## src/rtl/dot_matrix_digit_scanner_if.sv

```systemverilog
// Signal bundle between digit-producing logic and the dot matrix scanner.
// The scanner takes the slave side; whoever supplies digits takes the master side.
interface dot_matrix_digit_scanner_if;
    logic [3:0]  digit;
    logic        digit_we;
    logic        scroll_en;
    logic        blank;
    logic [3:0]  row_bin;
    logic [15:0] col;
    logic        frame_done;

    modport master (
        output digit, digit_we, scroll_en, blank,
        input  row_bin, col, frame_done
    );

    modport slave (
        input  digit, digit_we, scroll_en, blank,
        output row_bin, col, frame_done
    );
endinterface

```

## src/rtl/dot_matrix_digit_scanner.sv

```systemverilog
// Row-multiplexed 16x16 dot matrix driver for one decimal digit, with a
// frame-synchronous digit buffer and optional rotate-scroll.
module dot_matrix_digit_scanner #(
    parameter int SCAN_DIV       = 1000,
    parameter int SCROLL_FRAMES  = 8,
    parameter bit COL_ACTIVE_LOW = 1'b0
) (
    input logic clk,
    input logic rst_n,
    dot_matrix_digit_scanner_if.slave bus
);
    localparam int PW = (SCAN_DIV > 1) ? $clog2(SCAN_DIV) : 1;
    localparam int FW = (SCROLL_FRAMES > 1) ? $clog2(SCROLL_FRAMES) : 1;
    localparam logic [PW-1:0] PRESC_MAX = PW'(SCAN_DIV - 1);
    localparam logic [FW-1:0] FCNT_MAX  = FW'(SCROLL_FRAMES - 1);
    localparam logic [15:0] COL_OFF = COL_ACTIVE_LOW ? 16'hFFFF : 16'h0000;
    localparam logic [15:0] GL_L   = 16'h0800;
    localparam logic [15:0] GL_R   = 16'h0010;
    localparam logic [15:0] GL_BAR = 16'h0FF0;

    logic [PW-1:0] presc;
    logic [FW-1:0] frame_cnt;
    logic [3:0]    pending;
    logic [3:0]    shadow;
    logic [3:0]    offset;
    logic [3:0]    row_q;
    logic [15:0]   col_q;
    logic          frame_done_q;

    logic          advance;
    logic          frame_end;
    logic [3:0]    next_row;
    logic [3:0]    next_shadow;
    logic [3:0]    next_offset;
    logic [FW-1:0] next_fcnt;

    // Segment bits ordered {a,b,c,d,e,f,g}
    function automatic logic [6:0] segments(input logic [3:0] d);
        case (d)
            4'd0:    segments = 7'b1111110;
            4'd1:    segments = 7'b0110000;
            4'd2:    segments = 7'b1101101;
            4'd3:    segments = 7'b1111001;
            4'd4:    segments = 7'b0110011;
            4'd5:    segments = 7'b1011011;
            4'd6:    segments = 7'b1011111;
            4'd7:    segments = 7'b1110000;
            4'd8:    segments = 7'b1111111;
            4'd9:    segments = 7'b1111011;
            default: segments = 7'b0000000;
        endcase
    endfunction

    function automatic logic [15:0] glyph(input logic [3:0] row, input logic [3:0] d);
        logic [6:0] s;
        s = segments(d);
        case (row)
            4'd1:
                glyph = s[6] ? GL_BAR : ((s[1] ? GL_L : 16'h0) | (s[5] ? GL_R : 16'h0));
            4'd2, 4'd3, 4'd4, 4'd5, 4'd6:
                glyph = (s[1] ? GL_L : 16'h0) | (s[5] ? GL_R : 16'h0);
            4'd7:
                glyph = s[0] ? GL_BAR
                             : (((s[1] | s[2]) ? GL_L : 16'h0) | ((s[5] | s[4]) ? GL_R : 16'h0));
            4'd8, 4'd9, 4'd10, 4'd11, 4'd12:
                glyph = (s[2] ? GL_L : 16'h0) | (s[4] ? GL_R : 16'h0);
            4'd13:
                glyph = s[3] ? GL_BAR : ((s[2] ? GL_L : 16'h0) | (s[4] ? GL_R : 16'h0));
            default:
                glyph = 16'h0000;
        endcase
    endfunction

    // A shift by 16 of a 16-bit value yields zero, so offset 0 needs no special case
    function automatic logic [15:0] pattern(input logic [3:0] row, input logic [3:0] d,
                                            input logic [3:0] off, input logic blk);
        logic [15:0] g;
        logic [15:0] rot;
        g   = glyph(row, d);
        rot = (g << off) | (g >> (5'd16 - {1'b0, off}));
        pattern = (blk ? 16'h0000 : rot) ^ COL_OFF;
    endfunction

    always_comb begin
        advance     = (presc == PRESC_MAX);
        frame_end   = advance && (row_q == 4'd15);
        next_row    = row_q + 4'd1;
        next_shadow = shadow;
        next_offset = offset;
        next_fcnt   = frame_cnt;
        if (frame_end) begin
            next_shadow = pending;
            if (bus.scroll_en) begin
                if (frame_cnt == FCNT_MAX) begin
                    next_fcnt   = '0;
                    next_offset = offset + 4'd1;
                end else begin
                    next_fcnt = frame_cnt + 1'b1;
                end
            end else begin
                next_fcnt   = '0;
                next_offset = 4'd0;
            end
        end
    end

    // Row, column, buffer and scroll state all move together on the advance edge
    always_ff @(posedge clk or negedge rst_n) begin
        if (!rst_n) begin
            presc        <= '0;
            frame_cnt    <= '0;
            pending      <= 4'hF;
            shadow       <= 4'hF;
            offset       <= 4'd0;
            row_q        <= 4'd0;
            col_q        <= COL_OFF;
            frame_done_q <= 1'b0;
        end else begin
            if (bus.digit_we) begin
                pending <= bus.digit;
            end
            frame_done_q <= frame_end;
            if (advance) begin
                presc     <= '0;
                row_q     <= next_row;
                col_q     <= pattern(next_row, next_shadow, next_offset, bus.blank);
                shadow    <= next_shadow;
                offset    <= next_offset;
                frame_cnt <= next_fcnt;
            end else begin
                presc <= presc + 1'b1;
            end
        end
    end

    assign bus.row_bin    = row_q;
    assign bus.col        = col_q;
    assign bus.frame_done = frame_done_q;
endmodule

```

## src/flat_wrapper.sv

```systemverilog
// flat-port wrapper written by rule: the top's interface ports become plain ports
module dot_matrix_digit_scanner_flat 
#(
    parameter int SCAN_DIV       = 1000,
    parameter int SCROLL_FRAMES  = 8,
    parameter bit COL_ACTIVE_LOW = 1'b0
)
  (clk, rst_n, bus_digit, bus_digit_we, bus_scroll_en, bus_blank, bus_row_bin, bus_col, bus_frame_done);
  dot_matrix_digit_scanner_if bus_i ();
  input logic clk;
  input logic rst_n;
  input wire logic [$bits(bus_i.digit)-1:0] bus_digit;
  input wire logic [$bits(bus_i.digit_we)-1:0] bus_digit_we;
  input wire logic [$bits(bus_i.scroll_en)-1:0] bus_scroll_en;
  input wire logic [$bits(bus_i.blank)-1:0] bus_blank;
  output wire logic [$bits(bus_i.row_bin)-1:0] bus_row_bin;
  output wire logic [$bits(bus_i.col)-1:0] bus_col;
  output wire logic [$bits(bus_i.frame_done)-1:0] bus_frame_done;
  assign bus_i.digit = bus_digit;
  assign bus_i.digit_we = bus_digit_we;
  assign bus_i.scroll_en = bus_scroll_en;
  assign bus_i.blank = bus_blank;
  assign bus_row_bin = bus_i.row_bin;
  assign bus_col = bus_i.col;
  assign bus_frame_done = bus_i.frame_done;
  dot_matrix_digit_scanner #(.SCAN_DIV(SCAN_DIV), .SCROLL_FRAMES(SCROLL_FRAMES), .COL_ACTIVE_LOW(COL_ACTIVE_LOW)) u_core (.clk(clk), .rst_n(rst_n), .bus(bus_i));
endmodule
```

## config.mk

```make
export PLATFORM = sky130hd
export DESIGN_NAME = dot_matrix_digit_scanner_flat
export DESIGN_NICKNAME = d
export VERILOG_FILES = /design/src/rtl/dot_matrix_digit_scanner_if.sv /design/src/rtl/dot_matrix_digit_scanner.sv /design/src/flat_wrapper.sv
export SDC_FILE = /design/constraint.sdc
export NUM_CORES = 1
export LEC_CHECK = 0
export ABC_AREA = 1
export CAP_MARGIN = 20
export CORE_ASPECT_RATIO = 0.6
export CORE_MARGIN = 2
export CORE_UTILIZATION = 40
export DETAILED_ROUTE_END_ITERATION = 8
export PLACE_DENSITY_LB_ADDON = 0.25
export SLEW_MARGIN = 20
export SYNTH_ARGS = -nofsm -noshare
export SYNTH_HDL_FRONTEND = slang
export SYNTH_SLANG_ARGS = --single-unit
```

## constraint.sdc

```tcl
create_clock -name clk -period 3.3 [get_ports clk]
set_clock_uncertainty 0.2 [all_clocks]
set_input_delay 0.99 -clock clk [delete_from_list [all_inputs] [get_ports clk]]
set_output_delay 0.99 -clock clk [all_outputs]
set_load 0.005 [all_outputs]
```

==> flow_summary.yaml, run 1 <==
sta:
  layout_min_cycle_time_ns: 3.09
  fmaxAchievable_mhz: 324
  rsz_0062_raised_after_global_routing: "false"
  hold_ws_ns: 0.277
  finalSetupTns_ns: 0
  report.final.setup_viol: 0
  final-max-slew-violation-count: 0
  timing_hold_violations_final: 0
  timing.slew.headroom_pct: 61.5
  worst_pin_slew_ns: 0.578
  period_utilization_pct: 93.6
synth:
  number_of_instances_in_the_synthesized_netlist: 412
  syn-num-nets: 436
  synth_cell_types: 41
  share_of_synthesized_registers_carrying_an_async_set_or_reset_pct: 100
  synth_ff_type: "sky130_fd_sc_hd__dfrtp_1"
  synth.cell_area_um2: 3120
  synthesis.yosys.warnings: 0
  synth_enable_flop_cells: 0
  post_synth.cell_area_avg_um2: 7.57
  ys_seq_area_share_pct: 37.2
  ff_latch_count_synth: 46
pwr:
  power_report.internal_total_uw: 882
  ir_drop_v: 0.000195
  p_sw_share_pct: 23.8
  leakage_power_of_the_design_uw: 0.00195
  pwr-share-comb_pct: 6.6
  power.density_cell_area_nw_per_um2: 300
  power.share.clock_pct: 43.4
  power.sequential.fraction_pct: 50.0
  power_switching_uw: 275
layout:
  final_layout_size_suffix_gt1_share_pct: 20.6
  final_area_um2: 3860
  final_nets: 493
  antenna-diode-count: 0
  postLayoutCoreUtil_pct: 52.1
  area_delta_synth_final_pct: 23.8
  finalNonFillerCells: 574
  final_cell_mix: "139 x sky130_fd_sc_hd__nand2_1, 43 x sky130_fd_sc_hd__inv_1, 38 x sky130_fd_sc_hd__dfrtp_1"
  final_common_cell: "sky130_fd_sc_hd__nand2_1"
cts:
  clock_tree.htree_level_count: 2
  numClockSinks: 46
  ctsLongestPathBuffers: 2
  tritoncts: "built"
  cts_root_buf: "sky130_fd_sc_hd__clkbuf_16"
  clock_insertion_delay_worst_skew_ns: 0.29
  cts_made_buffers: 5
  clkSlewWorstSetupHoldPaths_ns: 0.07
floorplan:
  chipHeight_um: 72.4
  number_of_rows_in_the_core_area: 24
  core_region_area_um2: 7420
  dieArea_um2: 8540
  num_io_pins: 30
  die_w_um: 118
  start_util_pct: 42.1
grt:
  wire_length_of_the_first_global_routing_pass_um: 13100
  global_route.overflow_total: 0
  via_count_of_the_first_global_routing_pass: 2605
  grt_util_all_layers_pct: 19.8
  pin_count_of_the_biggest_net_entering_global_routing: 25
  number_of_antenna_violations_at_the_first_check_in_global_routing: 0
placed_design:
  final_weighted_congestion_in_routability_driven_placement: 1.01
  place_area_um2: 3720
  place.port_buffers: 29
  dp_hpwl_um: 5920
  dpl.cell_count: 566
drt:
  detail_route.wl_per_cell_um: 13.3
  postRouteAntennaNets: 0
  first_drt_iteration_drcs: 153
  route.vias.total: 2855
  drcViolationCount: 0
  drt_wl_total_um: 7610
  drtPass1Iterations: 5
  vias_per_cell: 4.97
flow_run:
  drv.max_cap_violation_count: 0
outcome:
  status: "completed"
setup_path:
  timing.critical_path.to_type: "flop"
  cp_max_fo: 8
  worst_ep_required_time_ns: 3.34
  critPathArrivalTime_ns: 3.13
  setup.worst_path.start_class: "primary input"
  timing.setup.critical_path_class: "in2reg"
hold_path:
  hold_path_class: "reg2reg"
final timing paths:
check                      slack, ns  depth (start not counted)       startpoint                 to
setup / recovery                0.21                         14    bus_scroll_en  u_core.bus.col[6]
hold / removal                  0.28                          1  u_core.presc[0]    u_core.presc[0]
setup reg to reg                0.23                         16  u_core.presc[0]  u_core.bus.col[4]
hold reg to reg                 0.28                          1  u_core.presc[0]    u_core.presc[0]
max in group asynchronous       1.81                          2            rst_n   u_core.shadow[1]
min in group asynchronous       0.48                          1            rst_n  u_core.bus.col[4]
layer usage:
| metal | track usage, % | vias up | wire (µm) |
|---|---|---|---|
| met5 | 0 | - | 0 |
| met4 | 6.83 | 0 | 116 |
| met3 | 5.42 | 7 | 575 |
| met2 | 26.2 | 93 | 2790 |
| met1 | 30.5 | 1325 | 4130 |
| li1 | - | 1430 | - |
worst max-delay path: stages:
cell,delay [ns]
sky130_fd_sc_hd__clkdlybuf4s50_1,0.65
sky130_fd_sc_hd__buf_4,0.18
sky130_fd_sc_hd__o2111ai_1,0.11
sky130_fd_sc_hd__nand2_1,0.29
sky130_fd_sc_hd__inv_1,0.13
sky130_fd_sc_hd__nand2_1,0.13
sky130_fd_sc_hd__nand2_4,0.11
sky130_fd_sc_hd__nor2_4,0.16
sky130_fd_sc_hd__nand2_2,0.06
sky130_fd_sc_hd__inv_2,0.06
sky130_fd_sc_hd__nand2_1,0.06
sky130_fd_sc_hd__o21ai_1,0.08
sky130_fd_sc_hd__nand2_1,0.07
sky130_fd_sc_hd__nand2_1,0.05
cell type report:
class	count	area, µm²
well taps	104	130
clock inverters	2	8.76
clock buffers	6	129
multi-input cells	309	1720
fillers	726	3550
repair buffers	57	520
flip-flops and latches	46	1160
inverters	50	193
power by group through the flow:
stage	combinational, µW	clock (µW)	sequential (µW)
6_report	76.8	502	578
2_1_floorplan	38.0	0	587
3_3_place_gp	76.3	0	588
3_5_place_dp	77.1	0	588
5_1_grt	87.5	539	578
4_1_cts	77.4	515	578
registers in the layout, summed over array words and instances, names as in the netlist:
register               cells
u_core.bus.col            16
u_core.bus.frame_done      1
u_core.bus.row_bin         4
u_core.frame_cnt           3
u_core.offset              4
u_core.pending             4
u_core.presc              10
u_core.shadow              4
Yosys cell counts, drive strengths merged, types with 2 or more instances:
cell type | n | area [µm²]
dfstp | 8 | 210
inv | 50 | 193
nand3 | 28 | 145
a31oi | 2 | 12.5
clkbuf | 2 | 7.51
xnor2 | 3 | 26.3
o21ai | 33 | 191
nand2 | 159 | 673
xor2 | 5 | 51.3
nor2 | 33 | 209
nor3 | 4 | 20.0
dfrtp | 38 | 951
a21oi | 10 | 57.6
mux2 | 2 | 22.5
buf | 5 | 40.0
nand4 | 8 | 65.1
ha | 15 | 188
kinds of logic after synthesis:
family          after synthesis  synth area share, %
xor+xnor                      8                 2.49
fa+ha+maj                    15                 6.02
mux                           2                0.722
compound gates               50                 9.75
flops                        46                 37.2
buf+inv                      57                 7.70
simple gates                234                 36.1
metrics by stage:
stage          total power [µW]  setup slack, ns
2_1_floorplan               625            0.366
3_3_place_gp                664          -0.0261
3_5_place_dp                665          -0.0685
4_1_cts                    1170            0.228
5_1_grt                    1200           0.0242
6_report                   1160            0.211
timing repair:
action | 4_1_cts | 5_1_grt
setup endpoints to repair | 0 | 11
gates resized for setup | 0 | 1
setup buffers | 0 | 0
hold buffers | 0 | 0
Note: power is estimated with default switching activity, not from simulation.
==> inputs of run 2 (changes only) <==
- CTS_CLUSTER_DIAMETER: default -> 30
- PLACE_DENSITY: default -> 0.59
- PLACE_DENSITY_LB_ADDON: 0.25 -> default
==> flow_summary.yaml, run 2 (synthesized netlist as in run 1, its figures left out) <==
grt:
  global_route.overflow_total: 0
  wire_length_of_the_first_global_routing_pass_um: 12800
  number_of_antenna_violations_at_the_first_check_in_global_routing: 0
  pin_count_of_the_biggest_net_entering_global_routing: 25
  via_count_of_the_first_global_routing_pass: 2568
  grt_util_all_layers_pct: 19.4
pwr:
  power.density_cell_area_nw_per_um2: 314
  ir_drop_v: 0.000164
  leakage_power_of_the_design_uw: 0.00197
  power.total_uw: 1230
layout:
  final_layout_size_suffix_gt1_share_pct: 20.8
  antenna-diode-count: 0
  final_common_cell: "sky130_fd_sc_hd__nand2_1"
  postLayoutCoreUtil_pct: 52.8
  final_area_um2: 3910
  area_delta_synth_final_pct: 25.5
  final_cell_mix: "139 x sky130_fd_sc_hd__nand2_1, 43 x sky130_fd_sc_hd__inv_1, 38 x sky130_fd_sc_hd__dfrtp_1"
  largest_reg_flops: 16
  final_nets: 494
floorplan:
  chipHeight_um: 72.4
  start_util_pct: 42.1
  number_of_rows_in_the_core_area: 24
  num_io_pins: 30
  core_region_area_um2: 7420
  die_w_um: 118
  dieArea_um2: 8540
setup_path:
  worst_path_largest_cell_delay_ns: 0.35
  crit_slowest_cell: "sky130_fd_sc_hd__dfrtp_1"
  critPathArrivalTime_ns: 3.07
  ordered_cell_list_for_the_critical_path: "ha_1 > inv_1 > nor2_4 > nand4_4 > buf_12 > nor2_4 > xnor2_1 > nor2_4 > buf_4 > nor2_4 > nand2_1 > nand2_1 > nand2_4 > nor2_4 > nand2_2 > inv_2 > nand2_1 > o21ai_1 > nand2_1 > nand2_1"
  cp_max_fo: 13
  setup.worst_path.start_class: "flop"
  timing.setup.critical_path_class: "reg2reg"
  worst_ep_required_time_ns: 3.33
  timing.critical_path.to_type: "flop"
cts:
  cts_made_buffers: 5
  postCtsResizedCells: 0
  numClockSinks: 46
  cts_hold_buf: 0
  clock_tree.htree_level_count: 2
  tritoncts: "built"
  ctsLongestPathBuffers: 2
  cts_root_buf: "sky130_fd_sc_hd__clkbuf_16"
  clkSlewWorstSetupHoldPaths_ns: 0.06
  cts_setup_buffers: 0
  clock_insertion_delay_worst_skew_ns: 0.29
drt:
  postRouteAntennaNets: 0
  met3RoutedLength_um: 634
  first_drt_iteration_drcs: 163
  vias_per_cell: 4.89
  top_layer_used: "met4"
  routedLengthMet1_um: 4220
  drcViolationCount: 0
  detail_route.wl_per_cell_um: 13.3
  drt_wl_total_um: 7650
  detailroute.wirelength.met2_um: 2720
  drtPass1Iterations: 4
  route.vias.total: 2809
sta:
  final-max-slew-violation-count: 0
  rsz_0062_raised_after_global_routing: "false"
  layout_min_cycle_time_ns: 3.04
  timing.slew.headroom_pct: 60.7
  post-route-worst-setup-slack_ns: 0.262
  worst_pin_slew_ns: 0.589
  report.final.setup_viol: 0
  timing_hold_violations_final: 0
  period_utilization_pct: 92.1
  fmaxAchievable_mhz: 329
placed_design:
  dp_hpwl_um: 5870
  place_area_um2: 3730
  final_weighted_congestion_in_routability_driven_placement: 0.968
  place.port_buffers: 29
  preCtsSetupSlack_ns: -0.0668
hold_path:
  hold_path_class: "reg2reg"
outcome:
  status: "completed"
flow_run:
  drv.max_cap_violation_count: 0
==> run 2: power by group <==
group	leakage (µW)	internal (µW)	switching, µW
Clock	0.0000781	358	214
Sequential	0.000485	574	5.49
Combinational	0.00140	30.3	46.4
Total	0.00197	962	266
==> run 2: per-layer routing <==
metal / vias up / GRT usage (%)
met4: 0 / 4.82
met5: - / 0
li1: 1429 / -
met1: 1280 / 31.1
met2: 92 / 25.0
met3: 8 / 5.11
==> run 2: path summary, 6_finish.rpt <==
check,from,depth (start not counted),slack (ns),endpoint
setup / recovery,u_core.bus.row_bin[0],20,0.26,u_core.bus.col[6]
hold / removal,u_core.presc[0],1,0.26,u_core.presc[0]
setup reg to reg,u_core.bus.row_bin[0],20,0.26,u_core.bus.col[6]
hold reg to reg,u_core.presc[0],1,0.26,u_core.presc[0]
max in group asynchronous,rst_n,2,1.79,u_core.shadow[1]
min in group asynchronous,rst_n,1,0.50,u_core.presc[3]
==> run 2: cell type report <==
cell class	instances	area, µm²
clock buffer	7	133
clock inverter	1	30.0
fill	715	3500
inverter	50	193
multi-input combinational	309	1740
sequential	46	1160
tap	104	130
timing repair buffer	58	528
==> run 2: through the flow <==
stage	cells	TNS, ns	hold WS [ns]
floorplan	412	0	0.231
global placement	567	-0.132	0.251
detailed placement	567	-0.238	0.259
CTS	575	0	0.267
global route	575	0	0.291
finish	575	0	0.260
==> run 2: worst max-delay path: cells and delay by family (launching register included) <==
kind	cells	cell delay [ns]
AOI/OAI and AO/OA	1	0.08
DFF	1	0.35
and+or+nand+nor	13	1.39
adders and majority gates	1	0.18
xor gates and xnor gates	1	0.21
buffers and inverters	4	0.57
==> inputs of run 3 (changes only) <==
- CAP_MARGIN: 20 -> default
- CELL_PAD_IN_SITES_DETAIL_PLACEMENT: default -> 0
- CELL_PAD_IN_SITES_GLOBAL_PLACEMENT: default -> 1
- PLACE_DENSITY: 0.59 -> 0.76
==> flow_summary.yaml, run 3 (synthesized netlist as in run 1, its figures left out) <==
floorplan:
  num_io_pins: 30
  die_w_um: 118
  core_region_area_um2: 7420
  dieArea_um2: 8540
  number_of_rows_in_the_core_area: 24
  start_util_pct: 42.1
  chipHeight_um: 72.4
sta:
  timing.slew.headroom_pct: 66.8
  timing_hold_violations_final: 0
  period_utilization_pct: 94.0
  report.final.setup_viol: 0
  rsz_0062_raised_after_global_routing: "true"
  layout_min_cycle_time_ns: 3.10
  worst_pin_slew_ns: 0.498
  final-max-slew-violation-count: 0
  fmaxAchievable_mhz: 322
cts:
  clock_tree.htree_level_count: 2
  cts_setup_buffers: 0
  clock_insertion_delay_worst_skew_ns: 0.29
  clkSlewWorstSetupHoldPaths_ns: 0.07
  cts_root_buf: "sky130_fd_sc_hd__clkbuf_16"
  cts_made_buffers: 5
  ctsLongestPathBuffers: 2
  cts_hold_buf: 0
  postCtsResizedCells: 0
  tritoncts: "built"
  numClockSinks: 46
drt:
  detail_route.wl_per_cell_um: 13.7
  drt_wl_total_um: 7820
  route.vias.total: 2729
  vias_per_cell: 4.78
  first_drt_iteration_drcs: 163
  drcViolationCount: 0
  drtPass1Iterations: 4
  postRouteAntennaNets: 0
setup_path:
  setup.worst_path.start_class: "flop"
  timing.setup.critical_path_class: "reg2reg"
  cp_num_buf_inv: 4
  cpMostUsedCell: "sky130_fd_sc_hd__nand2_1"
  reg2reg_slack_ns: 0.20
  crit_slowest_cell: "sky130_fd_sc_hd__dfrtp_1"
  worstRegToRegCells: 21
  worst_ep_required_time_ns: 3.29
  crit-reg2reg-launch: "u_core.bus.row_bin[0]"
  timing.critical_path.to_type: "flop"
  worst_setup_path_startpoint: "u_core.bus.row_bin[0]"
  ordered_cell_list_for_the_critical_path: "ha_1 > inv_1 > nor2_4 > nand4_4 > nand2_1 > o21ai_4 > ha_1 > nand3_1 > nand2_1 > inv_1 > nand2_1 > nand2_2 > nand2_8 > inv_6 > nand2_4 > nand2_2 > inv_2 > o21ai_1 > o21ai_1 > nand2_1 > nand2_1"
  reg2reg_to: "u_core.bus.col[8]"
  cp_max_fo: 8
  critPathArrivalTime_ns: 3.09
  crit_family: "simple AND/OR/NAND/NOR gates"
  worst_path_largest_cell_delay_ns: 0.35
flow_run:
  drv.max_cap_violation_count: 0
outcome:
  status: "completed"
grt:
  pin_count_of_the_biggest_net_entering_global_routing: 27
  grt_util_all_layers_pct: 20.3
  number_of_antenna_violations_at_the_first_check_in_global_routing: 0
  global_route.overflow_total: 0
  wire_length_of_the_first_global_routing_pass_um: 13500
  via_count_of_the_first_global_routing_pass: 2584
pwr:
  power.total_uw: 1250
  leakage_power_of_the_design_uw: 0.00194
  power.density_cell_area_nw_per_um2: 324
  ir_drop_v: 0.000175
layout:
  final_cell_mix: "138 x sky130_fd_sc_hd__nand2_1, 43 x sky130_fd_sc_hd__inv_1, 38 x sky130_fd_sc_hd__dfrtp_1"
  final_common_cell: "sky130_fd_sc_hd__nand2_1"
  final_nets: 490
  area_delta_synth_final_pct: 23.6
  final_layout_size_suffix_gt1_share_pct: 20.8
  postLayoutCoreUtil_pct: 52.0
  largest_reg_flops: 16
  final.fill_count: 753
  antenna-diode-count: 0
placed_design:
  place.port_buffers: 29
  dp_hpwl_um: 5990
  final_weighted_congestion_in_routability_driven_placement: 0.924
hold_path:
  holdCritStartpoint: "u_core.presc[0]"
  timing.hold.worst_endpoint: "u_core.presc[0]"
  hold_depth: 1
  hold_path_class: "reg2reg"
run 3: cell count changes in the layout (fill, tap and decap cells not counted), sizes merged:
cell / delta
buf: -4
clkbuf: -2
clkinv: +1
inv: +1
run 3: area by class of cell:
cell class	instances	area (µm²)	area share [%]
repair buffers	54	473	12.3
clock inverters	3	43.8	1.14
well taps	104	130	3.37
flip-flops and latches	46	1160	30.1
clock buffers	5	125	3.24
multi-input cells	309	1730	44.9
inverters	50	193	5.00
run 3: how the worst max path moves through the flow:
stage	to	slack [ns]	depth (start not counted)
after floorplan	u_core.bus.col[8]	0.37	21
after global placement	u_core.bus.col[0]	0.04	14
after detailed placement	u_core.bus.col[1]	0.02	14
after CTS	u_core.bus.col[8]	0.18	20
after global routing	u_core.bus.col[8]	-0.05	21
final	u_core.bus.col[8]	0.20	21
run 3: where the power goes:
| part | internal, µW | total, µW | leakage (µW) | switching (µW) |
|---|---|---|---|---|
| clock | 359 | 592 | 0.0000842 | 233 |
| combinational | 31.2 | 78.4 | 0.00137 | 47.2 |
| sequential | 573 | 578 | 0.000485 | 4.79 |
| total | 964 | 1250 | 0.00194 | 285 |
run 3: through the flow:
step	setup TNS (ns)	area [µm²]	cells	setup WS [ns]	hold WS (ns)
final	0	3860	571	0.197	0.268
after global routing	-0.0452	3860	571	-0.0452	0.296
after CTS	0	3840	571	0.181	0.269
after detailed placement	0	3670	563	0.0193	0.260
after global placement	0	3670	563	0.0437	0.256
after floorplan	0	3120	412	0.366	0.231
run 3: per-layer routing:
metal  track usage, %  wire length (µm)  vias up
met3             5.58               551        8
met1             32.8              4520     1233
met2             25.6              2670       76
met5                0                 0        -
met4             5.22                74        0
li1                 -                 -     1412
